[src/rtl/regfile_write_scheduler.sv]
// Arbiter for the register file's single write port: CPU writeback has fixed priority,
// IO and debug share the leftover slots round-robin, and a starvation counter forces a CPU stall.
module regfile_write_scheduler #(
    parameter int STARVE_LIMIT = 8
) (
    input  logic        clock,
    input  logic        reset,
    input  logic        cpu_we,
    input  logic [4:0]  cpu_waddr,
    input  logic [31:0] cpu_wdata,
    input  logic        io_req,
    input  logic [4:0]  io_addr,
    input  logic [31:0] io_data,
    output logic        io_ack,
    input  logic        dbg_req,
    input  logic [4:0]  dbg_addr,
    input  logic [31:0] dbg_data,
    output logic        dbg_ack,
    output logic        cpu_stall,
    output logic        rf_we,
    output logic [4:0]  rf_waddr,
    output logic [31:0] rf_wdata,
    output logic        stall_violation
);

    localparam logic [0:0] STATE_RUN   = 1'b0;
    localparam logic [0:0] STATE_STALL = 1'b1;

    localparam logic [3:0] LIMIT    = 4'(STARVE_LIMIT);
    localparam logic [3:0] LIMIT_M1 = 4'(STARVE_LIMIT - 1);

    logic [0:0]  state_q, state_d;
    logic [3:0]  waitCnt_q, waitCnt_d;
    logic        rrLastDbg_q, rrLastDbg_d;
    logic        rfWe_q, rfWe_d;
    logic [4:0]  rfWaddr_q, rfWaddr_d;
    logic [31:0] rfWdata_q, rfWdata_d;
    logic        ioAck_q, ioAck_d;
    logic        dbgAck_q, dbgAck_d;
    logic        violation_q, violation_d;

    logic ioElig, dbgElig, anyElig;
    logic grantIo, grantDbg, sideGrant, inStall;

    // A request still high during its own ack cycle must not be granted a second time.
    assign ioElig    = io_req & ~ioAck_q;
    assign dbgElig   = dbg_req & ~dbgAck_q;
    assign anyElig   = ioElig | dbgElig;
    assign grantIo   = ~cpu_we & ioElig & (~dbgElig | rrLastDbg_q);
    assign grantDbg  = ~cpu_we & dbgElig & (~ioElig | ~rrLastDbg_q);
    assign sideGrant = grantIo | grantDbg;
    assign inStall   = (state_q == STATE_STALL);

    always_comb begin
        rfWe_d      = 1'b0;
        rfWaddr_d   = rfWaddr_q;
        rfWdata_d   = rfWdata_q;
        ioAck_d     = grantIo;
        dbgAck_d    = grantDbg;
        rrLastDbg_d = rrLastDbg_q;
        violation_d = violation_q | (cpu_we & inStall);
        waitCnt_d   = waitCnt_q;
        state_d     = STATE_RUN;

        if (cpu_we) begin
            rfWe_d    = (cpu_waddr != 5'd0);
            rfWaddr_d = cpu_waddr;
            rfWdata_d = cpu_wdata;
        end else if (grantIo) begin
            rfWe_d      = (io_addr != 5'd0);
            rfWaddr_d   = io_addr;
            rfWdata_d   = io_data;
            rrLastDbg_d = 1'b0;
        end else if (grantDbg) begin
            rfWe_d      = (dbg_addr != 5'd0);
            rfWaddr_d   = dbg_addr;
            rfWdata_d   = dbg_data;
            rrLastDbg_d = 1'b1;
        end

        // A CPU write during a stall keeps the count frozen and forces another stall cycle.
        if (sideGrant || !anyElig) begin
            waitCnt_d = 4'd0;
        end else if (!inStall && (waitCnt_q < LIMIT)) begin
            waitCnt_d = waitCnt_q + 4'd1;
        end

        if (inStall) begin
            state_d = cpu_we ? STATE_STALL : STATE_RUN;
        end else if (cpu_we && anyElig && (waitCnt_q >= LIMIT_M1)) begin
            state_d = STATE_STALL;
        end
    end

    // Synchronous reset drops any half-finished handshake without acking it.
    always_ff @(posedge clock) begin
        if (reset) begin
            state_q     <= STATE_RUN;
            waitCnt_q   <= 4'd0;
            rrLastDbg_q <= 1'b1;
            rfWe_q      <= 1'b0;
            rfWaddr_q   <= 5'd0;
            rfWdata_q   <= 32'd0;
            ioAck_q     <= 1'b0;
            dbgAck_q    <= 1'b0;
            violation_q <= 1'b0;
        end else begin
            state_q     <= state_d;
            waitCnt_q   <= waitCnt_d;
            rrLastDbg_q <= rrLastDbg_d;
            rfWe_q      <= rfWe_d;
            rfWaddr_q   <= rfWaddr_d;
            rfWdata_q   <= rfWdata_d;
            ioAck_q     <= ioAck_d;
            dbgAck_q    <= dbgAck_d;
            violation_q <= violation_d;
        end
    end

    assign io_ack          = ioAck_q;
    assign dbg_ack         = dbgAck_q;
    assign cpu_stall       = inStall;
    assign rf_we           = rfWe_q;
    assign rf_waddr        = rfWaddr_q;
    assign rf_wdata        = rfWdata_q;
    assign stall_violation = violation_q;

endmodule

[config.mk]
export PLATFORM = sky130hd
export DESIGN_NAME = regfile_write_scheduler
export DESIGN_NICKNAME = d
export VERILOG_FILES = /design/src/rtl/regfile_write_scheduler.sv
export SDC_FILE = /design/constraint.sdc
export NUM_CORES = 1
export LEC_CHECK = 0
export CAP_MARGIN = 10
export CORE_UTILIZATION = 33
export DETAILED_ROUTE_END_ITERATION = 6
export GPL_ROUTABILITY_DRIVEN = 0
export HOLD_SLACK_MARGIN = 0.15
export PLACE_DENSITY_LB_ADDON = 0.12
export SLEW_MARGIN = 20
export SYNTH_ARGS = -nofsm -noshare
export SYNTH_HDL_FRONTEND = slang
export SYNTH_SLANG_ARGS = --single-unit
[constraint.sdc]
create_clock -name clock -period 1.4 [get_ports clock]
set_input_delay 0.28 -clock clock [delete_from_list [all_inputs] [get_ports clock]]
set_output_delay 0.28 -clock clock [all_outputs]
set_load 0.05 [all_outputs]
## After elaboration in Yosys (flattened, before gate mapping)

Cells that the tools add are included.

- Input bits: 116
- Output and inout port bits: 42
- Flip-flop bits (word level): 47
- Logic and storage cells: 57

- Add/subtract/negate cells: 1
- Bitwise gates (word level): 18
- Magnitude comparators: 2
- Mux-type cells: 14
- Reductions and logical operators: 13

Operators by type and width:

| kind | count |
|---|---|
| $mux W32 | 3 |
| $mux W5 | 3 |
| $reduce_bool A5 Y1 | 3 |
| $mux W1 | 8 |
| $and A1 B1 Y1 | 7 |
| $not A1 Y1 | 6 |
| $or A1 B1 Y1 | 5 |
| $add A4 B1 Y4 const B | 1 |
| $ge A4 B3 Y1 const B | 1 |
| $lt A4 B4 Y1 const B | 1 |
| $logic_and A1 B1 Y1 | 3 |
| $reduce_bool A3 Y1 | 1 |
| $logic_not A1 Y1 | 2 |
| $reduce_and A2 Y1 | 1 |
| $reduce_bool A2 Y1 | 1 |
| $reduce_or A2 Y1 | 1 |
| $logic_or A1 B1 Y1 | 1 |

## Depth between registers and ports, before layout

Gate-level depths: netlist of run 1.

- Depth after elaboration: 8
- Gate-level depth with buffers: 7

## Least setup slack after synthesis of run 1

No wires, ideal clock.

- Kind: register to register
- Start point: register ioAck_q, in the netlist io_ack
- End point: register rfWdata_q[15], in the netlist rf_wdata[15]
- Setup slack: -371 ps
- Data arrival time: 1631 ps
- Library setup time: 140 ps
- Period minus slack after synthesis: 1771 ps
- Stages on the path, launching flop included: 8
- Cell sequence: dfxtp_1 > nor2b_4 > buf_6 > o21ai_1 > buf_4 > clkbuf_4 > mux2i_1 > o22ai_2

- Cells in the longest elaborated chain, start to end: 6
- Elaborated cells on any way between the ends: 10
- Classes of those cells: 2 x mux; 7 x bitwise; 1 x reduce/logical

Ends and longest elaborated chain:

| what | line | source |
|---|---|---|
| from (decl) | 38 | `logic ioAck_q, ioAck_d;` |
| from (signal assigned) | 114 | `ioAck_q <= ioAck_d;` |
| $not A1 Y1 * | 46 | `assign ioElig = io_req & ~ioAck_q;` |
| $and A1 B1 Y1 * | 46 |  |
| $and A1 B1 Y1 / $not A1 Y1 (equally long branches) | 49, 50 |  |
| $and A1 B1 Y1 / $or A1 B1 Y1 (equally long branches) | 49, 50 |  |
| $mux W32 / $and A1 B1 Y1 (equally long branches) | 69, 50 |  |
| $mux W32 / $reduce_bool A3 Y1 (equally long branches) | -- |  |
| to (signal assigned) | 113 | `rfWdata_q <= rfWdata_d;` |
| to (decl) | 37 | `logic [31:0] rfWdata_q, rfWdata_d;` |

Mark *: on every way between the ends. The rest lies on a longest branch, timed or not.
A chain may end at the register's enable or synchronous reset.

## Worst setup path in the final report of run 1

- Start point: register dbgAck_q, in the netlist dbg_ack
- End point: register rfWdata_q[13], in the netlist rf_wdata[13]

- Cells in the longest elaborated chain, start to end: 7
- Elaborated cells on any way between the ends: 10
- Classes of those cells: 2 x mux; 7 x bitwise; 1 x reduce/logical

Ends and longest elaborated chain:

| what | line | source |
|---|---|---|
| from (decl) | 39 | `logic dbgAck_q, dbgAck_d;` |
| from (signal assigned) | 115 | `dbgAck_q <= dbgAck_d;` |
| $not A1 Y1 * | 47 | `assign dbgElig = dbg_req & ~dbgAck_q;` |
| $and A1 B1 Y1 * | 47 |  |
| $not A1 Y1 | 49 | `assign grantIo = ~cpu_we & ioElig & (~dbgElig \| rrLastDbg_q);` |
| $or A1 B1 Y1 | 49 |  |
| $and A1 B1 Y1 | 49 |  |
| $mux W32 | 69 | `end else if (grantIo) begin` |
| $mux W32 | 65 | `if (cpu_we) begin` |

Marks and branches as above.

==> results.cfg, run 1 <==
[clock_tree]
tritoncts = built
cts_root_buf = clkbuf_8
worstSkewPairLatency_ns = 0.29
h-tree-depth = 2
ctsHoldBuffers = 0
cts.sinks = 47
clkTransAtPathRegs_ns = 0.09
cts_max_path_buffers = 2
cts_buffers = 5

[cells_and_area]
multi_input_area_sq_um = 1553
regArea_sq_um = 948.4
instances_no_fill = 509
n_antenna_cell = 0
drive_gt1_share_pct = 36.83
final_nets = 526
syn_to_final_growth_pct = 110.5
fill_cells = 502
fin_area_sq_um = 5147

[power]
leakagePower_nw = 1.955
netSwitchingFraction_pct = 32.67
power_frac_seq_pct = 37.0
power_frac_clock_pct = 19.5
p_switching_mw = 1.369
intPower_mw = 2.821
p_comb_share_pct = 43.5
p_per_area_nw_per_um2 = 813.8
vdd_drop_max_mv = 0.4537

[grt]
grt.overflow.total = 0
grt_usage_pct = 21.73
grt_pass1_vias = 2694
grt_pass1_wl_mm = 12.97
antenna_found_initial = 1
grt_max_degree = 37

[hold_path]
holdPathStages = 4
hp-start = reset
min_to = cpu_stall
worstHoldPathType = primary input to register

[setup_path]
critical_path_class = register to register
startpoint_type = register
r2r_end = rf_wdata[13]
crit_path_end_kind = register
r2r_start = dbg_ack
r2r_slack_ns = -0.06
r2r_cells = 6
worstPathArrival_ns = 1.63
critPathMaxFanout = 5
worstPathRequired_ns = 1.57

[yosys]
seq_area_frac_synth_pct = 38.49
ys_ff_latch = 47
synth_nets = 350
synth_area_sq_um = 2445
ys_warn_count = 0
synthCells = 233
post_synth.cell_area_avg_sq_um = 10.49
yosysUniqueCellTypes = 37

[sta]
hold_violations = 0
skew_ns = 0.004223
fmax_ghz = 0.6849
tightest_slew_ns = 0.5483
setup_ws_ns = -0.05999
fin_crit_sh_pct = 104.3
report.final.slew_viol_count = 0
finalSetupViolations = 35
slew_headroom_pct = 63.45
min_period_ns = 1.460
rsz0062_at_grt = true

[floorplanning]
die_w_um = 88.08
io_pins = 158
core_area_sq_um = 7214
initial_core_util_pct = 33.89
rows = 31
dieArea_sq_um = 7757
die_h_um = 88.08

[routing]
drtIter0Drc = 57
vias_per_cell = 5.077
ant_nets = 0
vias = 2584
avgRoutedWirePerCell_um = 16.95
drc = 0
totalWireLength_mm = 8.629
dr.pass1.iters = 5

[place]
dp.cells = 491
numPortBuffers = 157
dpl_cell_area_sq_um = 4644
dp_hpwl_mm = 5.766

[run_status]
status = finished, violations left
violations = setup timing

[job]
maxCapViolCount = 0
## worst max-delay path, stage by stage (launching register included)
cell and delay, ns:
dfxtp_4 0.36, nand2b_4 0.15, o21ai_4 0.15, buf_12 0.17, clkbuf_16 0.17, mux2i_2 0.24, o22ai_2 0.10
## how the worst max path moves through the flow
stage | slack, ns | startpoint | endpoint | cells past startpoint
5_1_grt | -0.1 | dbg_ack | rf_wdata[24] | 6
6_report | -0.06 | dbg_ack | rf_wdata[13] | 6
2_1_floorplan | -0.11 | dbg_ack | rf_waddr[2] | 6
3_5_place_dp | -0.58 | dbg_req | rf_wdata[7] | 6
3_3_place_gp | -0.52 | dbg_req | rf_wdata[7] | 6
4_1_cts | -0.07 | dbg_ack | rf_wdata[20] | 6
## layer usage
layer	GRT usage (%)	part of all wire, %
met2	39.39	52
met1	25.60	40
met3	6.221	7.0
met4	4.106	0.86
met5	0	0.20
## final cells by class
class | count | share of cell area [%]
clock buffer | 5 | 1.337
sequential | 47 | 18.42
timing repair buffer | 191 | 47.06
clock inverter | 3 | 0.3889
tap | 99 | 2.406
multi-input combinational | 161 | 30.17
inverter | 3 | 0.2188
## sequential cells by signal (all words and copies together), names as in the netlist
signal           count
rf_waddr             5
rrLastDbg_q          1
stall_violation      1
io_ack               1
rf_wdata            32
cpu_stall            1
waitCnt_q            4
dbg_ack              1
rf_we                1
## power by group through the flow
stage | Combinational, mW | Sequential [mW] | Clock [mW]
2_1_floorplan | 0.452 | 1.86 | 0
3_3_place_gp | 1.59 | 1.57 | 0
3_5_place_dp | 1.61 | 1.58 | 0
4_1_cts | 1.72 | 1.55 | 0.845
5_1_grt | 1.90 | 1.56 | 0.893
6_report | 1.82 | 1.55 | 0.818
## Yosys cell counts, drive strengths merged
library cell	number	area (sq um)
o21ai	5	25.02
o21a	1	7.510
mux2i	33	330.3
inv	3	11.26
o22ai	33	394.1
a221oi	1	8.760
buf	12	102.6
nand2	9	33.78
nor2b	2	20.02
dfxtp	47	940.9
clkbuf	10	48.80
nor2	12	45.04
nand3b	2	15.01
a31oi	3	18.77
a21oi	6	30.03
ha	1	12.51
and2b	1	7.510
a22oi	35	262.8
o221ai	1	8.760
xor2	1	8.760
nor3	5	36.29
nand2b	2	12.51
a211o	2	17.52
xnor2	1	8.760
a211oi	1	7.510
a311oi	1	8.760
a41oi	1	8.760
or3	2	12.51
## what timing repair did
action | in CTS | in global routing
gates resized for setup | 24 | 29
gates cloned | 3 | 2
buffers inserted | 5 | 0
pin swaps | 4 | 14
setup endpoints to repair | 38 | 39
## stage by stage
step	setup TNS [ns]	worst slack, ns	total power, mW	hold WS (ns)	utilization (%)
finish	-1.092	-0.05999	4.189	0.3544	71.35
detailed placement	-21.38	-0.5842	3.182	0.4934	64.38
global route	-3.059	-0.09825	4.358	0.3723	71.35
global placement	-19.72	-0.5213	3.165	0.4771	64.38
floorplan	-3.121	-0.1058	2.308	0.4192	-
CTS	-1.331	-0.06557	4.113	0.3477	68.71
## placed cells by master (no fill, tap or decap), types with 3 or more instances in the layout
cell type	n
a21oi_1	6
a22oi_1	35
a31oi_1	3
buf_12	45
buf_16	5
buf_4	20
buf_6	4
clkbuf_8	5
clkdlybuf4s50_1	111
dfxtp_1	45
inv_1	3
mux2i_1	10
mux2i_2	15
mux2i_4	8
nand2_1	9
nor2_1	12
nor3_1	3
o21ai_0	3
o22ai_2	31
## cells by family after synthesis
logic type | after synthesis | share of synthesized area, %
flip-flops | 47 | 38.49
buffers and inverters | 25 | 6.653
XOR/XNOR | 2 | 0.7166
adder cells (fa/ha/maj) | 1 | 0.5117
multiplexers | 33 | 13.51
AO/OA/AOI/OAI | 90 | 32.65
AND/OR/NAND/NOR | 35 | 7.472
Note: power is estimated with default switching activity, not from simulation.
==> run 2: changes to the inputs <==
CORE_UTILIZATION = 45   (was 33)
DONT_BUFFER_PORTS = 1   (was unset)
==> run 2 against run 1 <==
  * Flip-flop and latch count did not move
  * Clock power fell by 2%
  * Final area fell by 35%
  * Global-route usage fell by 1.3 points
  * Register-to-register slack got worse by 0.03 ns
  * The run still ends with setup timing left
  * Maximum frequency fell by 1.9%
  * Largest power group is now registers
  * First-iteration DRC count rose by 110%
  * Cell count fell by 30%
==> results.cfg, run 2 (synthesis gave the netlist of run 1 again) <==
[run_status]
status = finished, violations left
violations = setup timing

[setup_path]
crit_path_end_kind = register
crit_path_start = dbg_ack
critical_path_class = register to register
critPathMaxFanout = 6
worstPathArrival_ns = 1.67
startpoint_type = register
worstPathRequired_ns = 1.58
r2r_start = dbg_ack

[grt]
grt_max_degree = 48
grt_pass1_vias = 1941
grt_usage_pct = 20.44
grt.overflow.total = 0
grt_pass1_wl_mm = 8.825
antenna_found_initial = 0

[routing]
dr.pass1.iters = 4
avgRoutedWirePerCell_um = 20.18
drtIter0Drc = 119
vias_per_cell = 6.155
ant_nets = 0
drc = 0
vias = 2185
totalWireLength_mm = 7.163

[hold_path]
hp-start = reset
worstHoldPathType = primary input to register

[cells_and_area]
layout_common_cells = 49 x buf_4, 45 x dfxtp_1, 35 x a22oi_1, 31 x o22ai_2
largest_reg_flops = 32
final_nets = 401
drive_gt1_share_pct = 44.91
layout_commonest_cell = buf_4
fin_area_sq_um = 3347
final_core_util_pct = 64.71
n_antenna_cell = 0
syn_to_final_growth_pct = 36.90

[clock_tree]
worstSkewPairLatency_ns = 0.30
tritoncts = built
cts.sinks = 47
clkTransAtPathRegs_ns = 0.08
cts_buffers = 5
cts_max_path_buffers = 2
h-tree-depth = 2
ctsHoldBuffers = 5
cts_root_buf = clkbuf_8

[place]
dp_hpwl_mm = 4.344
numPortBuffers = 0
dpl_cell_area_sq_um = 2836

[sta]
report.final.slew_viol_count = 0
fin_crit_sh_pct = 106.3
setup_ws_ns = -0.08803
finalSetupViolations = 27
hold_violations = 0
tightest_slew_ns = 0.5130
min_period_ns = 1.488
slew_headroom_pct = 65.75
rsz0062_at_grt = true
skew_ns = 0.009986
fmax_ghz = 0.6720

[power]
vdd_drop_max_mv = 0.7309
p_per_area_nw_per_um2 = 1029
total_power_mw = 3.445
leakagePower_nw = 1.292

[job]
maxCapViolCount = 0

[floorplanning]
initial_core_util_pct = 47.27
dieArea_sq_um = 5732
die_h_um = 75.71
rows = 26
io_pins = 158
core_area_sq_um = 5172
die_w_um = 75.71
==> run 2: changes by cell type in the layout (fill, tap and decap cells not counted), sizes merged <==
cell / change
clkdlybuf4s50: -111
buf: -19
dlygate4sd3: +5
clkbuf: +4
dlygate4sd2: -2
clkinv: -1
clkinvlp: -1
==> run 2: routing by layer <==
| metal | track usage (%) | wire, um | up-vias |
|---|---|---|---|
| met5 | 0 | 0 | - |
| met4 | 4.938 | 60 | 0 |
| met3 | 5.423 | 554 | 6 |
| met2 | 37.60 | 3773 | 112 |
| met1 | 23.53 | 2774 | 1059 |
| li1 | - | - | 1008 |
==> run 2: what timing repair did <==
action                                  CTS  global route
pin swaps                                 0            28
hold endpoints to repair                 42            40
buffers inserted                          0             4
gates resized for setup                   7            34
endpoints found under the setup margin   36            36
cloned                                    1             5
==> run 2: power by group <==
part	leakage, nW	switching [mW]	internal, mW
sequential	0.391	0.0650	1.44
combinational	0.859	0.635	0.508
clock	0.0422	0.449	0.352
total	1.29	1.15	2.30
==> run 2: path summary, 6_finish.rpt <==
check	end	slack (ns)	cells past startpoint
max	rf_wdata[20]	-0.09	6
min	dbg_ack	0.04	1
max reg2reg	rf_wdata[20]	-0.09	6
min reg2reg	waitCnt_q[1]	0.54	2
==> run 2: through the flow <==
stage	cells	TNS (ns)	setup slack, ns	hold slack, ns
after CTS	347	-0.04012	-0.02057	0.03402
after global placement	333	-0.6764	-0.03714	0.3511
after detailed placement	333	-2.286	-0.1186	0.3528
after floorplan	233	-3.121	-0.1058	0.4192
final	355	-0.5155	-0.08803	0.04175
after global routing	355	-2.171	-0.1140	0.02464
==> run 2: worst max-delay path, cell delays in order, from the launching register on <==
cell and delay, ns:
dfxtp_4 0.35, nand2b_4 0.16, o21ai_4 0.17, buf_12 0.16, buf_6 0.14, mux2i_1 0.27
o22ai_2 0.12
==> run 2: area by class of cell <==
| cell class | count | area, sq um |
|---|---|---|
| Fill cell | 431 | 1826 |
| Multi-Input combinational cell | 161 | 1543 |
| Sequential cell | 47 | 948.4 |
| Timing Repair Buffer | 66 | 675.6 |
| Tap cell | 70 | 87.58 |
| Clock buffer | 7 | 76.32 |
| Inverter | 3 | 11.26 |
| Clock inverter | 1 | 5.005 |
